## src/rtl/qos_ingress.sv

```systemverilog
// qos_ingress: frames an ingress byte stream into packets and steers each into one of four class FIFOs.
module qos_ingress #(
    parameter int NCLASS = 4,
    parameter int LEN_W  = 6,
    parameter int CNT_W  = 8
) (
    input  logic              CLK,
    input  logic              RESET,
    input  logic [7:0]        DATA_IN,
    input  logic              IN_VALID,
    output logic              IN_READY,
    input  logic [NCLASS-1:0] ALMOST_FULL,
    input  logic [NCLASS-1:0] FULL,
    output logic [NCLASS-1:0] PUSH,
    output logic [7:0]        PUSH_DATA,
    output logic              BUSY,
    output logic [CNT_W-1:0]  PKT_CNT,
    output logic [CNT_W-1:0]  DROP_CNT
);
    typedef enum logic [1:0] {IDLE, FWD, DROP} state_t;

    state_t         state;
    logic [1:0]     cls;
    logic [LEN_W:0] remaining;
    logic           accept;
    logic [1:0]     hdr_cls;

    assign hdr_cls = DATA_IN[7:6];
    // A push still in flight may take the last slot that ALMOST_FULL advertises.
    assign IN_READY = (state == FWD) ? ~FULL[cls] & ~(PUSH[cls] & ALMOST_FULL[cls]) : 1'b1;
    assign accept   = IN_VALID & IN_READY;
    assign BUSY     = state != IDLE;

    always_ff @(posedge CLK) begin
        if (RESET) begin
            state     <= IDLE;
            PUSH      <= '0;
            PUSH_DATA <= '0;
            PKT_CNT   <= '0;
            DROP_CNT  <= '0;
            remaining <= '0;
            cls       <= '0;
        end else begin
            PUSH <= '0;
            if (accept) begin
                case (state)
                    IDLE: begin
                        cls       <= hdr_cls;
                        remaining <= {1'b0, DATA_IN[LEN_W-1:0]} + 1'b1;
                        if (!ALMOST_FULL[hdr_cls]) begin
                            PUSH      <= NCLASS'(1) << hdr_cls;
                            PUSH_DATA <= DATA_IN;
                            PKT_CNT   <= PKT_CNT + 1'b1;
                            state     <= FWD;
                        end else begin
                            DROP_CNT <= (&DROP_CNT) ? DROP_CNT : DROP_CNT + 1'b1;
                            state    <= DROP;
                        end
                    end
                    FWD: begin
                        PUSH      <= NCLASS'(1) << cls;
                        PUSH_DATA <= DATA_IN;
                        remaining <= remaining - 1'b1;
                        state     <= (remaining == 1) ? IDLE : FWD;
                    end
                    default: begin
                        remaining <= remaining - 1'b1;
                        state     <= (remaining == 1) ? IDLE : DROP;
                    end
                endcase
            end
        end
    end
endmodule

```

## config.mk

```make
export PLATFORM = sky130hd
export DESIGN_NAME = qos_ingress
export DESIGN_NICKNAME = d
export VERILOG_FILES = /design/src/rtl/qos_ingress.sv
export SDC_FILE = /design/constraint.sdc
export NUM_CORES = 1
export LEC_CHECK = 0
export BUFFER_PORTS_ARGS = -buffer_cell sky130_fd_sc_hd__buf_4
export CAP_MARGIN = 5
export CORE_ASPECT_RATIO = 0.5
export CORE_MARGIN = 1.5
export CORE_UTILIZATION = 57
export DETAILED_ROUTE_END_ITERATION = 7
export GPL_TIMING_DRIVEN = 0
export PLACE_DENSITY = 0.81
export SYNTH_ARGS = -nofsm -noshare
export SYNTH_HDL_FRONTEND = slang
export SYNTH_SLANG_ARGS = --single-unit
export TNS_END_PERCENT = 50
```

## constraint.sdc

```tcl
create_clock -name CLK -period 4.3 [get_ports CLK]
set_input_delay 0.215 -clock CLK [delete_from_list [all_inputs] [get_ports CLK]]
set_output_delay 0.215 -clock CLK [all_outputs]
set_load 0.1 [all_outputs]
```

==> impl_metrics.py <==
metrics = {
    "floorplanning": {
        "core_sq_um": 3171,
        "die_x_um": 86.73,
        "ios": 49,
        "chipHeight_um": 44.87,
        "rows": 14,
        "dieArea_sq_um": 3891,
        "initial_core_util": 0.6302,
    },
    "global_routing": {
        "antenna_found_initial": 0,
        "grt_first_pass_wirelength_mm": 7.790,
        "grt_max_degree": 13,
        "grt_use_total": 0.2607,
        "grt_overflow": 0,
        "grt_pass1_vias": 1705,
    },
    "worst_setup_path": {
        "cp_num_buf_inv": 3,
        "path_cells": "buf_6 > mux4_2 > o31a_2 > clkinv_1 > buf_4",
        "crit_slowest_cell": "mux4_2",
        "end_kind": "output port",
        "cpPeakStageDelay_ps": 540,
        "cp-start-kind": "register",
        "critPathMaxFanout": 10,
        "cpLargestDelayFamily": "buffers and inverters",
        "critical_path_arrival_ps": 2250,
        "worstPathRequired_ps": 4090,
        "critical_path_class": "register to output port",
    },
    "route": {
        "postRouteWirelength_mm": 4.690,
        "ant_nets": 0,
        "drc": 0,
        "vias": 1914,
        "dr.pass1.iters": 5,
        "wl_per_cell_um": 14.30,
        "post_drt_via_cell_ratio": 5.835,
        "drtIter0Drc": 97,
    },
    "timing": {
        "worst_slack_ps": 1839,
        "hold_viol": 0,
        "slew_violations": 0,
        "layout_min_cycle_time_ps": 2461,
        "max-slew-margin-rel": 0.4943,
        "fin_crit_sh": 0.5723,
        "rsz0062_at_grt": "false",
        "fin_skew_ps": 3.014,
        "setup_viol": 0,
        "max_freq_mhz": 406.4,
        "fin_setup_tns_ps": 0,
        "worst_pin_slew_ps": 755.9,
    },
    "place": {
        "numPortBuffers": 48,
        "place_ws_ps": 2056,
        "dpl.hpwl_mm": 3.489,
        "dp_cells": 320,
        "place_area_sq_um": 2419,
        "place.gp.congestion": 0.8848,
    },
    "finish": {
        "final_area_sq_um": 2504,
        "syn2layout_area_growth_pct": 25.30,
        "layout_common_cells": "buf_4 (48), dfxtp_1 (39), nor2_1 (31)",
        "nets": 303,
        "diodes": 0,
        "regArea_sq_um": 780.7,
        "mostFrequentLayoutCell": "buf_4",
        "fin_util": 0.7897,
        "fin_cells": 328,
        "drive_gt1_frac": 0.2321,
        "fill_cells": 226,
        "multi_input_area_sq_um": 1147,
    },
    "logic_synthesis": {
        "synth-edff-count": 0,
        "synthArstFlopShare": 0,
        "syn_avg_cell_area_sq_um": 8.920,
        "ys_seq_area_frac": 0.3907,
        "syn_inst": 224,
        "synth-main-ff-cell": "dfxtp_1",
        "synth.distinct_cells": 48,
        "yosys_warnings": 0,
        "synth_area_sq_um": 1998,
        "synth_nets": 248,
        "synth_seq_cells": 39,
    },
    "clocking": {
        "tritoncts": "built",
        "cts-buffers-inserted": 5,
        "postCtsSetupBuffers": 0,
        "clk_latency_ps": 290,
        "cts_max_level": 2,
        "cts_hold_buffers": 0,
        "cts_num_sinks": 39,
        "cts.repair.resized": 0,
        "clk_pin_slew_worst_paths_ps": 80,
        "clock_path_buffers": 2,
        "root_buffer": "clkbuf_8",
    },
    "status": {
        "status": "finished clean",
    },
    "pwr": {
        "power_density_nw_per_um2": 365.2,
        "leakagePower_nw": 1.012,
        "ir_worst_vdd_mv": 0.1769,
    },
    "hold_path": {
        "hp-class": "input port to register",
    },
    "job": {
        "maxCapViolCount": 0,
    },
}
## power by group
group / switching, W / internal, W / total (W)
clock: 0.000129 / 0.000113 / 0.000243
sequential: 0.0000179 / 0.000382 / 0.000400
combinational: 0.000186 / 0.0000856 / 0.000272
## worst paths after layout
path / startpoint / to / slack (ps) / depth (start not counted)
setup reg to reg: cls[0] / remaining[6] / 2030 / 6
setup / recovery: cls[0] / IN_READY / 1840 / 5
hold reg to reg: PUSH_DATA[4] / PUSH_DATA[4] / 500 / 2
hold / removal: DATA_IN[4] / PUSH_DATA[4] / 190 / 3
## cells by family (layout without fill, tap and decap cells)
kind of cell | after synthesis | in the layout | share of synthesized area
and+or+nand+nor | 97 | 97 | 0.2448
AOI/OAI and AO/OA | 39 | 39 | 0.1434
DFF | 39 | 39 | 0.3907
xor gates and xnor gates | 16 | 16 | 0.07013
muxes | 14 | 14 | 0.08454
buffers and inverters | 14 | 70 | 0.03506
adders and majority gates | 5 | 5 | 0.03131
## per-stage QoR
step	hold slack, ps	power [W]
after floorplan	358.9	0.0006094
after global placement	474.2	0.0006729
after detailed placement	488.6	0.0006781
after CTS	190.1	0.0009179
after global routing	201.9	0.0009556
final	191.5	0.0009144
## tightest hold or removal path, cell delays in order
cell and delay, ps:
buf_4 100, mux2i_1 60, nor2_1 70
## routing by layer
metal | vias to the layer above | share of wire | GRT usage
met2 | 73 | 0.47 | 0.4500
met3 | 3 | 0.072 | 0.06764
met5 | - | 0 | 0
met1 | 912 | 0.46 | 0.3432
met4 | 0 | 0.0041 | 0.04194
li1 | 926 | - | -
## final cells by class
class                      instances  area share
sequential                        39      0.3118
timing repair buffer              48      0.1439
tap                               48     0.02399
clock inverter                     2    0.004998
clock buffer                       6     0.02899
inverter                           6    0.008996
buffer                             8     0.01899
multi-input combinational        171      0.4583
## state kept, by name, summed over array words and instances (netlist names)
name       cells
PKT_CNT        8
cls            2
PUSH           4
remaining      7
DROP_CNT       8
state          2
PUSH_DATA      8
## synthesized netlist by cell type (5+ instances only)
| cell | n | area [sq um] |
|---|---|---|
| nor2_1 | 31 | 116.4 |
| nand2_1 | 17 | 63.81 |
| dfxtp_1 | 39 | 780.8 |
| nor3_1 | 8 | 40.04 |
| nand3_1 | 11 | 55.05 |
| nand4_1 | 6 | 37.54 |
| o21ai_0 | 8 | 40.04 |
| mux2i_1 | 12 | 120.1 |
| xnor2_1 | 6 | 52.55 |
| ha_1 | 5 | 62.56 |
| clkbuf_1 | 6 | 22.52 |
| xor2_1 | 10 | 87.58 |
| a21oi_1 | 10 | 50.05 |
No activity file was read; power rests on OpenSTA's default activity.
